==> config.mk <==
export PLATFORM = sky130hd
export DESIGN_NAME = gpio_reg_bus_arbiter
export DESIGN_NICKNAME = d
export VERILOG_FILES = /design/src/rtl/gpio_bus_pkg.sv /design/src/rtl/gpio_boot_table_reader.sv /design/src/rtl/gpio_reg_bus_arbiter.sv
export SDC_FILE = /design/constraint.sdc
export NUM_CORES = 1
export LEC_CHECK = 0
export BUFFER_PORTS_ARGS = -buffer_cell sky130_fd_sc_hd__buf_2
export CAP_MARGIN = 20
export CORE_MARGIN = 2
export CORE_UTILIZATION = 25
export CTS_CLUSTER_DIAMETER = 150
export CTS_CLUSTER_SIZE = 30
export DETAILED_ROUTE_END_ITERATION = 6
export PLACE_DENSITY_LB_ADDON = 0.2
export REMOVE_ABC_BUFFERS = 1
export SLEW_MARGIN = 20
export SYNTH_ARGS = -nofsm -noshare
export SYNTH_HDL_FRONTEND = slang
export SYNTH_SLANG_ARGS = --single-unit
==> constraint.sdc <==
create_clock -name reg_clk -period 3.64 [get_ports reg_clk]
set_input_delay 0.728 -clock reg_clk [delete_from_list [all_inputs] [get_ports reg_clk]]
set_output_delay 0.728 -clock reg_clk [all_outputs]
set_load 0.02 [all_outputs]
==> src/rtl/gpio_bus_pkg.sv <==
// rtl/gpio_bus_pkg.sv - shared types and constants for the GPIO register bus arbiter
package gpio_bus_pkg;

  localparam int ADDR_WIDTH_DEF      = 16;
  localparam int BUS_WIDTH_DEF       = 32;
  localparam int WORD_ADDR_WIDTH_DEF = ADDR_WIDTH_DEF - 2;

  // One config ROM row: {word address, write data}
  typedef struct packed {
    logic [WORD_ADDR_WIDTH_DEF-1:0] addr;
    logic [BUS_WIDTH_DEF-1:0]       data;
  } rom_entry_t;

  // An all-ones address field ends the boot table
  localparam logic [WORD_ADDR_WIDTH_DEF-1:0] TERMINATOR_ADDR = '1;

  typedef enum logic [2:0] {
    IDLE,
    ROM_RD,
    ROM_WAIT,
    STROBE,
    RD_WAIT,
    GAP
  } state_e;

  typedef enum logic {
    GNT_HOST,
    GNT_BOOT
  } grant_e;

endpackage

==> src/rtl/gpio_boot_table_reader.sv <==
// rtl/gpio_boot_table_reader.sv - walks the config ROM and presents boot writes to the arbiter
module gpio_boot_table_reader
  import gpio_bus_pkg::*;
#(
  parameter int AddrWidth    = ADDR_WIDTH_DEF,
  parameter int BusWidth     = BUS_WIDTH_DEF,
  parameter int RomAddrWidth = 6
) (
  input  logic                            reg_clk,
  input  logic                            reset_in,
  input  logic                            boot_start_i,
  input  logic                            fetch_i,
  input  logic                            ack_i,
  input  logic [AddrWidth-2+BusWidth-1:0] rom_data_i,
  output logic                            rom_rd_o,
  output logic [RomAddrWidth-1:0]         rom_addr_o,
  output logic                            req_valid_o,
  output logic [AddrWidth-3:0]            req_addr_o,
  output logic [BusWidth-1:0]             req_data_o,
  output logic                            boot_busy_o,
  output logic                            boot_done_o,
  output logic                            boot_overflow_o
);

  logic [RomAddrWidth-1:0] index_q;
  logic                    pending_q;
  logic                    busy_q;
  logic                    done_q;
  logic                    overflow_q;
  logic                    term_hit;

  // ROM data is valid in the cycle after the read strobe (pending_q)
  assign req_addr_o  = rom_data_i[AddrWidth-2+BusWidth-1:BusWidth];
  assign req_data_o  = rom_data_i[BusWidth-1:0];
  assign term_hit    = pending_q & (&req_addr_o);
  assign req_valid_o = pending_q & ~(&req_addr_o);

  assign rom_rd_o        = fetch_i;
  assign rom_addr_o      = index_q;
  assign boot_busy_o     = busy_q;
  assign boot_done_o     = done_q;
  assign boot_overflow_o = overflow_q;

  // Entry index and sticky replay status; start is ignored while a replay runs
  always_ff @(posedge reg_clk or posedge reset_in) begin
    if (reset_in) begin
      index_q    <= '0;
      pending_q  <= 1'b0;
      busy_q     <= 1'b0;
      done_q     <= 1'b0;
      overflow_q <= 1'b0;
    end else begin
      pending_q <= fetch_i;
      if (boot_start_i && !busy_q) begin
        busy_q     <= 1'b1;
        done_q     <= 1'b0;
        overflow_q <= 1'b0;
        index_q    <= '0;
      end else if (term_hit) begin
        busy_q <= 1'b0;
        done_q <= 1'b1;
      end else if (ack_i) begin
        index_q <= index_q + 1'b1;
        if (&index_q) begin
          busy_q     <= 1'b0;
          done_q     <= 1'b1;
          overflow_q <= 1'b1;
        end
      end
    end
  end

endmodule

==> src/rtl/gpio_reg_bus_arbiter.sv <==
// rtl/gpio_reg_bus_arbiter.sv - shares the GPIO register bus between host and boot sequencer
module gpio_reg_bus_arbiter
  import gpio_bus_pkg::*;
#(
  parameter int AddrWidth    = ADDR_WIDTH_DEF,
  parameter int BusWidth     = BUS_WIDTH_DEF,
  parameter int RomAddrWidth = 6,
  parameter int StrobeLen    = 3,
  parameter int RdLatency    = 4,
  parameter int GapLen       = 1
) (
  input  logic                            reg_clk,
  input  logic                            reset_in,
  input  logic                            host_cs,
  input  logic                            host_write,
  input  logic                            host_read,
  input  logic [AddrWidth-3:0]            host_address,
  input  logic [BusWidth-1:0]             host_wdata,
  output logic                            host_waitrequest,
  output logic [BusWidth-1:0]             host_rdata,
  output logic                            host_rdatavalid,
  input  logic                            boot_start,
  output logic                            boot_busy,
  output logic                            boot_done,
  output logic                            boot_overflow,
  output logic [RomAddrWidth-1:0]         rom_addr,
  output logic                            rom_rd,
  input  logic [AddrWidth-2+BusWidth-1:0] rom_data,
  output logic                            chip_sel,
  output logic                            write_reg,
  output logic                            read_reg,
  output logic [AddrWidth-3:0]            busaddress,
  output logic [BusWidth-1:0]             busdata_in,
  input  logic [BusWidth-1:0]             busdata_out
);

  localparam logic [7:0] STROBE_LAST = 8'(StrobeLen - 1);
  localparam logic [7:0] RD_CAPTURE  = 8'(RdLatency);
  localparam logic [7:0] GAP_LAST    = 8'(GapLen - 1);

  state_e               state_q;
  grant_e               grant_q;
  logic [7:0]           cnt_q;
  logic                 is_write_q;
  logic                 fetch_q;
  logic                 chip_sel_q;
  logic                 write_reg_q;
  logic                 read_reg_q;
  logic [AddrWidth-3:0] busaddress_q;
  logic [BusWidth-1:0]  busdata_in_q;
  logic [BusWidth-1:0]  host_rdata_q;
  logic                 host_rdatavalid_q;

  logic                 host_req;
  logic                 boot_sel;
  logic                 host_accept;
  logic                 boot_ack;
  logic                 req_valid;
  logic [AddrWidth-3:0] req_addr;
  logic [BusWidth-1:0]  req_data;

  // Boot owns the next slot unless it just wrote and the host is waiting
  assign host_req    = host_cs & (host_read | host_write);
  assign boot_sel    = boot_busy & ((grant_q == GNT_BOOT) | ~host_req);
  assign host_accept = (state_q == IDLE) & host_req & ~boot_sel & ~reset_in;
  assign boot_ack    = (state_q == ROM_WAIT) & req_valid;

  assign host_waitrequest = ~host_accept;
  assign host_rdata       = host_rdata_q;
  assign host_rdatavalid  = host_rdatavalid_q;
  assign chip_sel         = chip_sel_q;
  assign write_reg        = write_reg_q;
  assign read_reg         = read_reg_q;
  assign busaddress       = busaddress_q;
  assign busdata_in       = busdata_in_q;

  gpio_boot_table_reader #(
    .AddrWidth    (AddrWidth),
    .BusWidth     (BusWidth),
    .RomAddrWidth (RomAddrWidth)
  ) u_reader (
    .reg_clk         (reg_clk),
    .reset_in        (reset_in),
    .boot_start_i    (boot_start),
    .fetch_i         (fetch_q),
    .ack_i           (boot_ack),
    .rom_data_i      (rom_data),
    .rom_rd_o        (rom_rd),
    .rom_addr_o      (rom_addr),
    .req_valid_o     (req_valid),
    .req_addr_o      (req_addr),
    .req_data_o      (req_data),
    .boot_busy_o     (boot_busy),
    .boot_done_o     (boot_done),
    .boot_overflow_o (boot_overflow)
  );

  // Bus transaction FSM; strobes, address/data and read capture are all registered
  always_ff @(posedge reg_clk or posedge reset_in) begin
    if (reset_in) begin
      state_q           <= IDLE;
      grant_q           <= GNT_BOOT;
      cnt_q             <= '0;
      is_write_q        <= 1'b0;
      fetch_q           <= 1'b0;
      chip_sel_q        <= 1'b0;
      write_reg_q       <= 1'b0;
      read_reg_q        <= 1'b0;
      busaddress_q      <= '0;
      busdata_in_q      <= '0;
      host_rdata_q      <= '0;
      host_rdatavalid_q <= 1'b0;
    end else begin
      fetch_q           <= 1'b0;
      host_rdatavalid_q <= 1'b0;
      case (state_q)
        IDLE: begin
          if (boot_sel) begin
            state_q <= ROM_RD;
            fetch_q <= 1'b1;
          end else if (host_req) begin
            // A simultaneous read and write executes as a write
            state_q      <= STROBE;
            cnt_q        <= '0;
            is_write_q   <= host_write;
            chip_sel_q   <= 1'b1;
            write_reg_q  <= host_write;
            read_reg_q   <= ~host_write;
            busaddress_q <= host_address;
            if (host_write) busdata_in_q <= host_wdata;
            grant_q      <= GNT_BOOT;
          end
        end
        ROM_RD: state_q <= ROM_WAIT;
        ROM_WAIT: begin
          if (req_valid) begin
            state_q      <= STROBE;
            cnt_q        <= '0;
            is_write_q   <= 1'b1;
            chip_sel_q   <= 1'b1;
            write_reg_q  <= 1'b1;
            read_reg_q   <= 1'b0;
            busaddress_q <= req_addr;
            busdata_in_q <= req_data;
            grant_q      <= GNT_HOST;
          end else begin
            state_q <= IDLE;
          end
        end
        STROBE: begin
          cnt_q <= cnt_q + 8'd1;
          if (cnt_q == STROBE_LAST) begin
            chip_sel_q  <= 1'b0;
            write_reg_q <= 1'b0;
            read_reg_q  <= 1'b0;
            if (is_write_q) begin
              state_q <= GAP;
              cnt_q   <= '0;
            end else begin
              state_q <= RD_WAIT;
            end
          end
        end
        RD_WAIT: begin
          // cnt_q keeps counting from the first strobe cycle
          cnt_q <= cnt_q + 8'd1;
          if (cnt_q == RD_CAPTURE) begin
            host_rdata_q      <= busdata_out;
            host_rdatavalid_q <= 1'b1;
            state_q           <= GAP;
            cnt_q             <= '0;
          end
        end
        GAP: begin
          cnt_q <= cnt_q + 8'd1;
          if (cnt_q == GAP_LAST) begin
            cnt_q <= '0;
            if (boot_sel) begin
              state_q <= ROM_RD;
              fetch_q <= 1'b1;
            end else begin
              state_q <= IDLE;
            end
          end
        end
        default: state_q <= IDLE;
      endcase
    end
  end

endmodule

==> flow_summary.json <==
{
  "critPathSlowestCell": "dfrtp_1",
  "dieArea_sq_um": 20400,
  "critical_path.top_delay_family": "simple AND/OR/NAND/NOR gates",
  "synth-edff-count": 0,
  "critPathLaunchType": "flop",
  "post-route-min-period_ps": 2830,
  "final_cell_area_sq_um": 6450,
  "cap_violations": 0,
  "p_clk_frac": 0.196,
  "fin_hold_ws_ps": 389,
  "ys_seq_area_frac": 0.551,
  "cts_resized": 0,
  "firstDrtPassIters": 4,
  "nets": 833,
  "yosys_warnings": 0,
  "fin_cells": 938,
  "synth_cell_types": 40,
  "ios": 223,
  "worstSkewPairLatency_ps": 360,
  "drt_wl_total_microns": 13800,
  "crit_cells": 4,
  "p_leak_nw": 3.12,
  "die_h_microns": 143,
  "synthArstFlopShare": 1.00,
  "via_per_inst": 4.57,
  "antenna_found_initial": 0,
  "avgSynthCellArea_sq_um": 9.84,
  "synthCells": 489,
  "io_buffer_count": 222,
  "hold_viol_final": 0,
  "grt_max_degree": 65,
  "fin_setup_tns_ps": 0,
  "core-area_sq_um": 18800,
  "crit_buf_inv": 1,
  "tightest_slew_ps": 838,
  "period_share": 0.779,
  "worstPathMaxFanout": 11,
  "ys_ff_latch": 106,
  "place_inst": 921,
  "wl_per_cell_microns": 14.7,
  "tritoncts": "yes",
  "skew_ps": 9.02,
  "rr_worst_depth": 6,
  "cts.path.max_buffers": 2,
  "drt-initial-drc-count": 158,
  "rows": 50,
  "cellPowerDensity_nw_per_um2": 790,
  "hold_buffers": 0,
  "synth_area_sq_um": 4810,
  "gp_congestion": 0.818,
  "drc": 0,
  "synth-main-ff-cell": "dfrtp_1",
  "hold_path_depth": 0,
  "hpwlAfterDp_microns": 10200,
  "crit_arrival_ps": 2110,
  "fmax_mhz": 353,
  "crit_required_ps": 2910,
  "dp_worst_setup_slack_ps": 924,
  "diodes": 0,
  "cp_slowest_stage_delay_ps": 490,
  "initial_core_util": 0.256,
  "htree_levels": 3,
  "worst_slack_ps": 806,
  "p_comb_frac": 0.441,
  "min_path_type": "flop to flop",
  "p_sw_frac": 0.426,
  "critPathKind": "flop to primary output",
  "p_total_mw": 5.10,
  "place_area_sq_um": 6120,
  "numClockSinks": 106,
  "netSwitchingPower_mw": 2.17,
  "grt_pass1_vias": 4293,
  "cts_inserted_buffers": 9,
  "internal-power_mw": 2.93,
  "cts-root-buf": "clkbuf_16",
  "finalSetupViolCount": 0,
  "drive_gt1_frac": 0.403,
  "post-cts-setup-buffers": 0,
  "syn_to_final_growth_pct": 34.1,
  "vias": 4287,
  "outcome": "completed",
  "setup.worst_path.end_class": "primary output",
  "slew_violations": 0,
  "grt-ovfl-total": 0,
  "path_clk_slew_ps": 70,
  "pwr-share-seq": 0.364,
  "cp_cell_sequence": "nor2_1, nand4_1, nand2b_1, buf_2",
  "rsz0062_at_grt": "false",
  "grt_use_total": 0.134,
  "slew_headroom": 0.442,
  "grt_pass1_wl_microns": 21600,
  "die_x_microns": 143,
  "ant_nets": 0,
  "fin_util": 0.344,
  "ir_drop_mv": 0.266
}
layer usage:
| metal | vias up | routed length [microns] | track usage |
|---|---|---|---|
| met5 | - | 0 | 0 |
| met3 | 26 | 606 | 0.0201 |
| met1 | 2030 | 6070 | 0.169 |
| li1 | 2101 | - | - |
| met2 | 130 | 6710 | 0.226 |
| met4 | 0 | 398 | 0.0657 |
cell type report:
class                   instances  area [sq um]
well taps                     234           293
multi-input cells             343          1990
flip-flops and latches        106          2650
clock inverters                 7          73.8
inverters                      11          43.8
repair buffers                228          1170
fillers                      1971         12300
clock buffers                   9           225
worst register-to-register path, stage by stage (launching register included):
cell and delay, ps:
dfrtp_1 500, inv_1 220, nand3_2 490, o22ai_4 360, buf_4 510, nor2_1 130
a31oi_1 170
synth_stat cells, types with 2 or more instances:
master | count | area (sq um)
buf_6 | 5 | 56.3
nor2b_1 | 2 | 12.5
mux2i_1 | 4 | 40.0
and3_1 | 5 | 31.3
clkbuf_1 | 13 | 48.8
a21o_1 | 6 | 45.0
a21oi_1 | 7 | 35.0
nor2_1 | 68 | 255
nor4_1 | 2 | 12.5
mux2_1 | 4 | 45.0
nand3_1 | 11 | 55.1
o21ai_0 | 7 | 35.0
buf_2 | 9 | 45.0
nand2_1 | 107 | 402
nor3_1 | 6 | 30.0
inv_1 | 11 | 41.3
nand4_1 | 7 | 43.8
mux2_2 | 29 | 327
nand2b_1 | 3 | 18.8
dfrtp_1 | 105 | 2630
xnor2_1 | 5 | 43.8
ha_1 | 4 | 50.1
a22o_1 | 4 | 35.0
a31oi_1 | 48 | 300
or2_2 | 2 | 12.5
power by group through the flow:
| stage | combinational (mW) | clock [mW] | sequential (mW) |
|---|---|---|---|
| floorplan | 1.05 | 0 | 2.27 |
| global placement | 2.22 | 0 | 1.87 |
| detailed placement | 2.26 | 0 | 1.88 |
| CTS | 2.26 | 1.04 | 1.86 |
| global route | 2.49 | 1.09 | 1.91 |
| finish | 2.25 | 0.998 | 1.85 |
layout by cell type, fill, tap and decap left out, types with 2 or more instances in the layout:
cell       netlist  layout
a21o_1           6       6
a21oi_1          7       7
a22o_1           4       4
a31oi_1         48      48
and3_1           5       5
buf_2            9     222
buf_4            1       5
clkbuf_16        0       9
clkinv_2         0       2
dfrtp_1        105     105
ha_1             4       4
inv_1           11      10
inv_6            0       3
mux2_1           4       4
mux2_2          29      29
mux2i_1          4       4
nand2_1        107     107
nand2b_1         3       3
nand3_1         11      10
nand4_1          7       7
nor2_1          68      67
nor2b_1          2       2
nor3_1           6       6
nor4_1           2       2
o21ai_0          7       7
or2_2            2       2
xnor2_1          5       5
kinds of logic after synthesis:
logic type / after synthesis / share of synthesized area
multiplexers: 37 / 0.0855
buffers and inverters: 40 / 0.0421
adder cells (fa/ha/maj): 4 / 0.0104
XOR/XNOR: 6 / 0.0109
AND/OR/NAND/NOR: 215 / 0.185
AO/OA/AOI/OAI: 81 / 0.114
flip-flops: 106 / 0.551
worst paths after layout:
kind,slack (ps),startpoint,end
hold / removal,390,fetch_q,u_reader.pending_q
min in group asynchronous,590,reset_in,host_rdata[2]
hold reg to reg,390,fetch_q,u_reader.pending_q
max in group asynchronous,2390,reset_in,state_q[2]
setup / recovery,810,state_q[1],host_waitrequest
setup reg to reg,1170,state_q[0],busdata_in[14]
(Power assumes the default switching activity.)
